`src/rtl/sprite_palette_bank_if.sv`:
```
// Bus bundle for sprite_palette_bank: palette writes, pixel lookups, effect control and results.
// The master side drives requests; the slave side is the palette bank.
interface sprite_palette_bank_if #(
  parameter int IDX_W   = 4,
  parameter int PAL_W   = 2,
  parameter int COLOR_W = 4
);
  logic                   frame_tick;
  logic                   wr_en;
  logic [PAL_W-1:0]       wr_pal;
  logic [IDX_W-1:0]       wr_idx;
  logic [3*COLOR_W-1:0]   wr_data;
  logic                   pix_valid;
  logic [PAL_W-1:0]       pix_pal;
  logic [IDX_W-1:0]       pix_idx;
  logic                   out_valid;
  logic [COLOR_W-1:0]     red;
  logic [COLOR_W-1:0]     green;
  logic [COLOR_W-1:0]     blue;
  logic                   transparent;
  logic                   fx_start;
  logic [1:0]             fx_mode;
  logic                   fx_busy;

  modport master (
    output frame_tick, wr_en, wr_pal, wr_idx, wr_data,
    output pix_valid, pix_pal, pix_idx, fx_start, fx_mode,
    input  out_valid, red, green, blue, transparent, fx_busy
  );

  modport slave (
    input  frame_tick, wr_en, wr_pal, wr_idx, wr_data,
    input  pix_valid, pix_pal, pix_idx, fx_start, fx_mode,
    output out_valid, red, green, blue, transparent, fx_busy
  );
endinterface

```
`src/rtl/sprite_palette_bank.sv`:
```
// Multi-palette sprite colour lookup with colour-key flag and frame-stepped
// flash / fade-out / fade-in screen effects; two-cycle fully pipelined lookup.
module sprite_palette_bank #(
  parameter int IDX_W        = 4,
  parameter int NUM_PAL      = 4,
  parameter int COLOR_W      = 4,
  parameter int TRANSP_IDX   = 0,
  parameter int FLASH_FRAMES = 4
) (
  input logic                  Clk,
  input logic                  Reset,
  sprite_palette_bank_if.slave bus
);

  localparam int ENTRIES = 2**IDX_W;
  localparam int RGB_W   = 3*COLOR_W;
  localparam logic [COLOR_W-1:0] LVL_MAX    = '1;
  localparam logic [7:0]         FLASH_LAST = 8'(FLASH_FRAMES);
  localparam logic [IDX_W-1:0]   KEY_IDX    = IDX_W'(TRANSP_IDX);

  typedef enum logic [2:0] {IDLE, FLASH, FADE_OUT, DARK, FADE_IN} fx_state_e;

  // Widen a 4-bit nibble to COLOR_W by repeating its bits MSB first.
  function automatic logic [COLOR_W-1:0] scale_nib(input logic [3:0] nib);
    logic [COLOR_W-1:0] s;
    s = '0;
    for (int i = 0; i < COLOR_W; i++) s[COLOR_W-1-i] = nib[3-(i%4)];
    return s;
  endfunction

  function automatic logic [RGB_W-1:0] default_entry(input int idx);
    case (idx)
      0:       return {scale_nib(4'hF), scale_nib(4'hF), scale_nib(4'hF)};
      2:       return {scale_nib(4'h6), scale_nib(4'hD), scale_nib(4'hF)};
      default: return '0;
    endcase
  endfunction

  function automatic logic [COLOR_W-1:0] sat_sub(input logic [COLOR_W-1:0] c,
                                                 input logic [COLOR_W-1:0] lvl);
    logic signed [COLOR_W:0] diff;
    diff = $signed({1'b0, c}) - $signed({1'b0, lvl});
    return (diff < 0) ? '0 : diff[COLOR_W-1:0];
  endfunction

  function automatic logic [RGB_W-1:0] apply_fx(input logic [RGB_W-1:0] rgb,
                                                input fx_state_e st,
                                                input logic [COLOR_W-1:0] lvl);
    case (st)
      FLASH:                   return '1;
      FADE_OUT, DARK, FADE_IN: return {sat_sub(rgb[3*COLOR_W-1 -: COLOR_W], lvl),
                                       sat_sub(rgb[2*COLOR_W-1 -: COLOR_W], lvl),
                                       sat_sub(rgb[COLOR_W-1:0], lvl)};
      default:                 return rgb;
    endcase
  endfunction

  logic [RGB_W-1:0] pal_q [NUM_PAL][ENTRIES];
  logic [RGB_W-1:0] pal_d [NUM_PAL][ENTRIES];

  logic             vld_p1_q, vld_p1_d, key_p1_q, key_p1_d;
  logic [RGB_W-1:0] rgb_p1_q, rgb_p1_d;
  logic             vld_p2_q, vld_p2_d, key_p2_q, key_p2_d;
  logic [RGB_W-1:0] rgb_p2_q, rgb_p2_d;

  fx_state_e          state_q, state_d;
  logic [COLOR_W-1:0] level_q, level_d;
  logic [7:0]         frame_cnt_q, frame_cnt_d;
  logic               busy_q, busy_d;

  always_comb begin
    pal_d = pal_q;
    if (bus.wr_en && (int'(bus.wr_pal) < NUM_PAL)) pal_d[bus.wr_pal][bus.wr_idx] = bus.wr_data;
  end

  // Stage 1: read-first palette access, colour-key match, valid
  always_comb begin
    vld_p1_d = bus.pix_valid;
    key_p1_d = (bus.pix_idx == KEY_IDX);
    rgb_p1_d = '0;
    if (int'(bus.pix_pal) < NUM_PAL) rgb_p1_d = pal_q[bus.pix_pal][bus.pix_idx];
  end

  // Stage 2: effect applied with the FSM state current at this stage; hold when idle
  always_comb begin
    vld_p2_d = vld_p1_q;
    rgb_p2_d = rgb_p2_q;
    key_p2_d = key_p2_q;
    if (vld_p1_q) begin
      rgb_p2_d = apply_fx(rgb_p1_q, state_q, level_q);
      key_p2_d = key_p1_q;
    end
  end

  // Accepted start requests take priority over a coincident frame_tick.
  always_comb begin
    state_d     = state_q;
    level_d     = level_q;
    frame_cnt_d = frame_cnt_q;
    unique case (state_q)
      IDLE: begin
        if (bus.fx_start && bus.fx_mode == 2'b00) begin
          state_d     = FLASH;
          frame_cnt_d = '0;
        end else if (bus.fx_start && bus.fx_mode == 2'b01) begin
          state_d = FADE_OUT;
          level_d = '0;
        end
      end
      FLASH: if (bus.frame_tick) begin
        frame_cnt_d = frame_cnt_q + 8'd1;
        if (frame_cnt_d == FLASH_LAST) state_d = IDLE;
      end
      FADE_OUT: if (bus.frame_tick) begin
        if (level_q != LVL_MAX) level_d = level_q + 1'b1;
        if (level_d == LVL_MAX) state_d = DARK;
      end
      DARK: if (bus.fx_start && bus.fx_mode == 2'b10) state_d = FADE_IN;
      FADE_IN: if (bus.frame_tick) begin
        if (level_q != '0) level_d = level_q - 1'b1;
        if (level_d == '0) state_d = IDLE;
      end
      default: state_d = IDLE;
    endcase
    busy_d = (state_d == FLASH) || (state_d == FADE_OUT) || (state_d == FADE_IN);
  end

  always_ff @(posedge Clk) begin
    if (Reset) begin
      for (int p = 0; p < NUM_PAL; p++)
        for (int e = 0; e < ENTRIES; e++) pal_q[p][e] <= default_entry(e);
      vld_p1_q    <= 1'b0;
      key_p1_q    <= 1'b0;
      rgb_p1_q    <= '0;
      vld_p2_q    <= 1'b0;
      key_p2_q    <= 1'b0;
      rgb_p2_q    <= '0;
      state_q     <= IDLE;
      level_q     <= '0;
      frame_cnt_q <= '0;
      busy_q      <= 1'b0;
    end else begin
      pal_q       <= pal_d;
      vld_p1_q    <= vld_p1_d;
      key_p1_q    <= key_p1_d;
      rgb_p1_q    <= rgb_p1_d;
      vld_p2_q    <= vld_p2_d;
      key_p2_q    <= key_p2_d;
      rgb_p2_q    <= rgb_p2_d;
      state_q     <= state_d;
      level_q     <= level_d;
      frame_cnt_q <= frame_cnt_d;
      busy_q      <= busy_d;
    end
  end

  assign bus.out_valid   = vld_p2_q;
  assign bus.red         = rgb_p2_q[3*COLOR_W-1 -: COLOR_W];
  assign bus.green       = rgb_p2_q[2*COLOR_W-1 -: COLOR_W];
  assign bus.blue        = rgb_p2_q[COLOR_W-1:0];
  assign bus.transparent = key_p2_q;
  assign bus.fx_busy     = busy_q;

endmodule

```
`src/flat_wrapper.sv`:
```
// flat-port wrapper written by rule: the top's interface ports become plain ports
module sprite_palette_bank_flat 
#(
  parameter int IDX_W        = 4,
  parameter int NUM_PAL      = 4,
  parameter int COLOR_W      = 4,
  parameter int TRANSP_IDX   = 0,
  parameter int FLASH_FRAMES = 4
)
  (Clk, Reset, bus_frame_tick, bus_wr_en, bus_wr_pal, bus_wr_idx, bus_wr_data, bus_pix_valid, bus_pix_pal, bus_pix_idx, bus_fx_start, bus_fx_mode, bus_out_valid, bus_red, bus_green, bus_blue, bus_transparent, bus_fx_busy);
  sprite_palette_bank_if #(.IDX_W(IDX_W), .PAL_W((2)), .COLOR_W(COLOR_W)) bus_i ();
  input logic Clk;
  input logic Reset;
  input wire logic [$bits(bus_i.frame_tick)-1:0] bus_frame_tick;
  input wire logic [$bits(bus_i.wr_en)-1:0] bus_wr_en;
  input wire logic [$bits(bus_i.wr_pal)-1:0] bus_wr_pal;
  input wire logic [$bits(bus_i.wr_idx)-1:0] bus_wr_idx;
  input wire logic [$bits(bus_i.wr_data)-1:0] bus_wr_data;
  input wire logic [$bits(bus_i.pix_valid)-1:0] bus_pix_valid;
  input wire logic [$bits(bus_i.pix_pal)-1:0] bus_pix_pal;
  input wire logic [$bits(bus_i.pix_idx)-1:0] bus_pix_idx;
  input wire logic [$bits(bus_i.fx_start)-1:0] bus_fx_start;
  input wire logic [$bits(bus_i.fx_mode)-1:0] bus_fx_mode;
  output wire logic [$bits(bus_i.out_valid)-1:0] bus_out_valid;
  output wire logic [$bits(bus_i.red)-1:0] bus_red;
  output wire logic [$bits(bus_i.green)-1:0] bus_green;
  output wire logic [$bits(bus_i.blue)-1:0] bus_blue;
  output wire logic [$bits(bus_i.transparent)-1:0] bus_transparent;
  output wire logic [$bits(bus_i.fx_busy)-1:0] bus_fx_busy;
  assign bus_i.frame_tick = bus_frame_tick;
  assign bus_i.wr_en = bus_wr_en;
  assign bus_i.wr_pal = bus_wr_pal;
  assign bus_i.wr_idx = bus_wr_idx;
  assign bus_i.wr_data = bus_wr_data;
  assign bus_i.pix_valid = bus_pix_valid;
  assign bus_i.pix_pal = bus_pix_pal;
  assign bus_i.pix_idx = bus_pix_idx;
  assign bus_i.fx_start = bus_fx_start;
  assign bus_i.fx_mode = bus_fx_mode;
  assign bus_out_valid = bus_i.out_valid;
  assign bus_red = bus_i.red;
  assign bus_green = bus_i.green;
  assign bus_blue = bus_i.blue;
  assign bus_transparent = bus_i.transparent;
  assign bus_fx_busy = bus_i.fx_busy;
  sprite_palette_bank #(.IDX_W(IDX_W), .NUM_PAL(NUM_PAL), .COLOR_W(COLOR_W), .TRANSP_IDX(TRANSP_IDX), .FLASH_FRAMES(FLASH_FRAMES)) u_core (.Clk(Clk), .Reset(Reset), .bus(bus_i));
endmodule
```
`config.mk`:
```
export PLATFORM = sky130hd
export DESIGN_NAME = sprite_palette_bank_flat
export DESIGN_NICKNAME = d
export VERILOG_FILES = /design/src/rtl/sprite_palette_bank_if.sv /design/src/rtl/sprite_palette_bank.sv /design/src/flat_wrapper.sv
export SDC_FILE = /design/constraint.sdc
export NUM_CORES = 2
export LEC_CHECK = 0
export CELL_PAD_IN_SITES_DETAIL_PLACEMENT = 0
export CELL_PAD_IN_SITES_GLOBAL_PLACEMENT = 1
export CORE_MARGIN = 5
export CORE_UTILIZATION = 53
export CTS_CLUSTER_SIZE = 30
export DETAILED_ROUTE_END_ITERATION = 12
export GPL_TIMING_DRIVEN = 0
export PLACE_DENSITY = 0.93
export SYNTH_ARGS = -nofsm -noshare
export SYNTH_HDL_FRONTEND = slang
export SYNTH_SLANG_ARGS = --single-unit
```
`constraint.sdc`:
```
create_clock -name Clk -period 5.6 [get_ports Clk]
set_clock_uncertainty 0.1 [all_clocks]
set_input_delay 1.12 -clock Clk [delete_from_list [all_inputs] [get_ports Clk]]
set_output_delay 1.12 -clock Clk [all_outputs]
set_load 0.03 [all_outputs]
```
==> metrics.yaml <==
outcome: "complete, but fails checks"
violations: "capacitance limit, slew limit"
dpl_cell_area_mm2: 0.0379
synth_xor_area_share_pct: 0.144
leakage_nw: 13.7
cts.htree.levels: 3
cp_max_fo: 10
mostFrequentLayoutCells: "812 x dfxtp_1, 687 x nand2_1, 474 x a21oi_1"
vias: 34752
synth_compound_area_share_pct: 8.99
antenna_found_initial: 10
synth-simple-area-share_pct: 20.1
hold_depth: 2
r2r-end: "u_core.rgb_p1_q[4]"
cts_resized: 0
finalSetupViolations: 0
dp_hpwl_mm: 116
core_mm2: 0.0685
drtPass1Iterations: 6
whs_endpoint: "u_core.pal_q[268]"
start_util_pct: 53.4
die_x_um: 273
synth-edff-count: 0
syn-mean-instance-area_um2: 9.12
final-hold-violation-count: 0
r2r_setup_slack_ps: 2940
slowest_stage: "buf_1"
cts_root_buf: "clkbuf_16"
r2r-start: "u_core.pal_q[40]"
grt_usage_pct: 43.3
remaining_drc_errors: 0
postCtsHoldBufs: 0
worstPathCellList: "buf_2 -> buf_2 -> buf_1 -> mux4_2 -> mux4_2 -> mux2i_1 -> o21ai_0"
yosysWarnings: 0
final_common_cell: "dfxtp_1"
syn-num-nets: 4054
wl_per_cell_um: 32.8
cts_inserted_buffers: 88
tightest_slew_ps: 1600
async_reset_ff_share_pct: 0
grt_pass1_vias: 31972
wl_met3_mm: 22.8
hold_path_class: "register to register"
finalInstanceArea_mm2: 0.0411
wl_met2_mm: 68.4
max_stage_delay_ps: 1200
period_share_pct: 83.1
synthAdderAreaFrac_pct: 0.678
highest_layer: "met5"
fillers: 6143
power_frac_comb_pct: 8.5
cts_buffer_depth: 3
area_delta_synth_final_pct: 12.6
power.net_switching_mw: 3.57
ys_seq_area_share_pct: 44.5
vdd_ir_drop_max_mv: 0.257
grt_pass1_wl_mm: 230
ant_nets: 0
p_int_mw: 9.94
clock_latency_ps: 670
worstPathRequired_ps: 5980
wl_mm: 167
rsz0062_at_grt: "false"
post-cts-setup-buffer-count: 0
final_nets: 4171
swShare_pct: 26.4
m1WireLength_mm: 56.5
end_kind: "register"
ios: 47
clockPowerShare_pct: 48.2
gp_congestion: 1.08
die_area_mm2: 0.0743
die_h_um: 273
synth.distinct_cells: 62
path_class: "primary input to register"
rows: 96
seqPwrFrac_pct: 43.3
crit_arrival_ps: 5030
vias_per_cell: 6.84
cts_tree: "built"
hold_start: "u_core.pal_q[268]"
syn_inst: 4004
clock-sinks: 812
synth_area_mm2: 0.0365
start_kind: "primary input"
synthFlopType: "dfxtp_1"
synth_top_family_by_area: "multiplexers"
grt_max_degree: 15
grt_overflow_total: 0
cts.reportedPaths.clkPinSlew_ps: 60
max_cap_viol_count: 4
drtIter0Drc: 5806
finalSetupTns_ps: 0
drive_gt1_share_pct: 10.7
synthMuxAreaShare_pct: 20.6
fmax_mhz: 215
r2r_cells: 4
p_per_area_mw_per_mm2: 328
slew_headroom_pct: -6.51
ys_ff_latch: 812
drv_slew: 44
min_period_ps: 4650
portBuffers: 26
==> synthesized netlist by cell type (4+ instances only) <==
cell | instances | area share (%)
nor2b_1 | 20 | 0.34
o21a_1 | 4 | 0.082
clkbuf_1 | 295 | 3.0
a22o_1 | 4 | 0.096
a31oi_1 | 4 | 0.068
o311ai_0 | 4 | 0.096
buf_4 | 17 | 0.35
nand2_1 | 687 | 7.1
o21ai_1 | 4 | 0.055
a21oi_1 | 474 | 6.5
xor2_1 | 5 | 0.12
mux2_2 | 17 | 0.52
dfxtp_1 | 812 | 45
buf_1 | 51 | 0.52
or2_2 | 7 | 0.12
a211oi_1 | 14 | 0.29
and3_1 | 6 | 0.10
nand2b_1 | 16 | 0.27
nand3_1 | 447 | 6.1
nand3b_1 | 93 | 1.9
ha_1 | 15 | 0.51
mux2i_1 | 270 | 7.4
o31ai_1 | 4 | 0.082
a221oi_1 | 13 | 0.31
buf_2 | 55 | 0.75
inv_1 | 12 | 0.12
mux4_2 | 183 | 11
mux4_1 | 19 | 1.4
nor2_1 | 313 | 3.2
and2_1 | 7 | 0.12
nor3_1 | 28 | 0.38
a22oi_1 | 21 | 0.43
a21o_1 | 4 | 0.082
o21ai_0 | 22 | 0.30
==> through the flow <==
step	utilization, %	setup slack, ps	cells	power, mW	hold slack [ps]
after floorplan	-	2500	4004	6.54	332
after global placement	55.3	115	4912	7.04	337
after detailed placement	55.3	155	4912	7.04	343
after CTS	60.1	833	5076	13.4	351
after global routing	60.1	1150	5077	13.7	365
final	60.1	946	5083	13.5	351
==> cell families after synthesis <==
| group | after synthesis |
|---|---|
| buf+inv | 437 |
| xor+xnor | 6 |
| compound gates | 598 |
| simple gates | 1644 |
| fa+ha+maj | 18 |
| flops | 812 |
| mux | 489 |
==> worst max-delay path, delay by kind of cell <==
kind / cells / cell delay (ps)
muxes: 3 / 1670
AOI/OAI and AO/OA: 1 / 330
buffers and inverters: 3 / 1870
==> sequential cells by signal, indices dropped and copies added, names as in the netlist, 3 cells and up <==
register	count
u_core.rgb_p1_q	12
u_core.pal_q	768
u_core.frame_cnt_q	8
u_core.rgb_p2_q	12
u_core.level_q	4
u_core.state_q	3
==> area by class of cell <==
cell class | instances | area (µm²) | area share (%)
Antenna cell | 6 | 15.0 | 0.0365
Buffer | 424 | 1790 | 4.35
Clock buffer | 120 | 2570 | 6.25
Clock inverter | 44 | 661 | 1.61
Inverter | 13 | 48.8 | 0.119
Multi-Input combinational cell | 2755 | 18400 | 44.8
Sequential cell | 812 | 16300 | 39.5
Tap cell | 882 | 1100 | 2.68
Timing Repair Buffer | 27 | 265 | 0.645
==> per-layer routing <==
metal	vias to the layer above	global-route usage, %
li1	14285	-
met1	16713	52.4
met2	2897	62.6
met3	851	13.6
met4	6	36.6
met5	-	0
==> worst max path at each step <==
| stage | slack [ps] | end | start |
|---|---|---|---|
| finish | 950 | u_core.rgb_p1_q[3] | bus_pix_pal[1] |
| global route | 1150 | u_core.rgb_p1_q[4] | bus_pix_pal[1] |
| CTS | 830 | u_core.rgb_p1_q[8] | bus_pix_pal[1] |
| detailed placement | 150 | u_core.rgb_p1_q[8] | bus_pix_pal[1] |
| global placement | 110 | u_core.rgb_p1_q[8] | bus_pix_pal[1] |
| floorplan | 2500 | u_core.rgb_p1_q[11] | bus_pix_pal[0] |
==> power groups by stage <==
stage / combinational (mW) / clock, mW / sequential [mW]
CTS: 1.08 / 6.45 / 5.84
global route: 1.15 / 6.71 / 5.84
finish: 1.15 / 6.51 / 5.84
global placement: 1.07 / 0 / 5.97
floorplan: 0.563 / 0 / 5.98
detailed placement: 1.07 / 0 / 5.97
(Power assumes the default switching activity.)
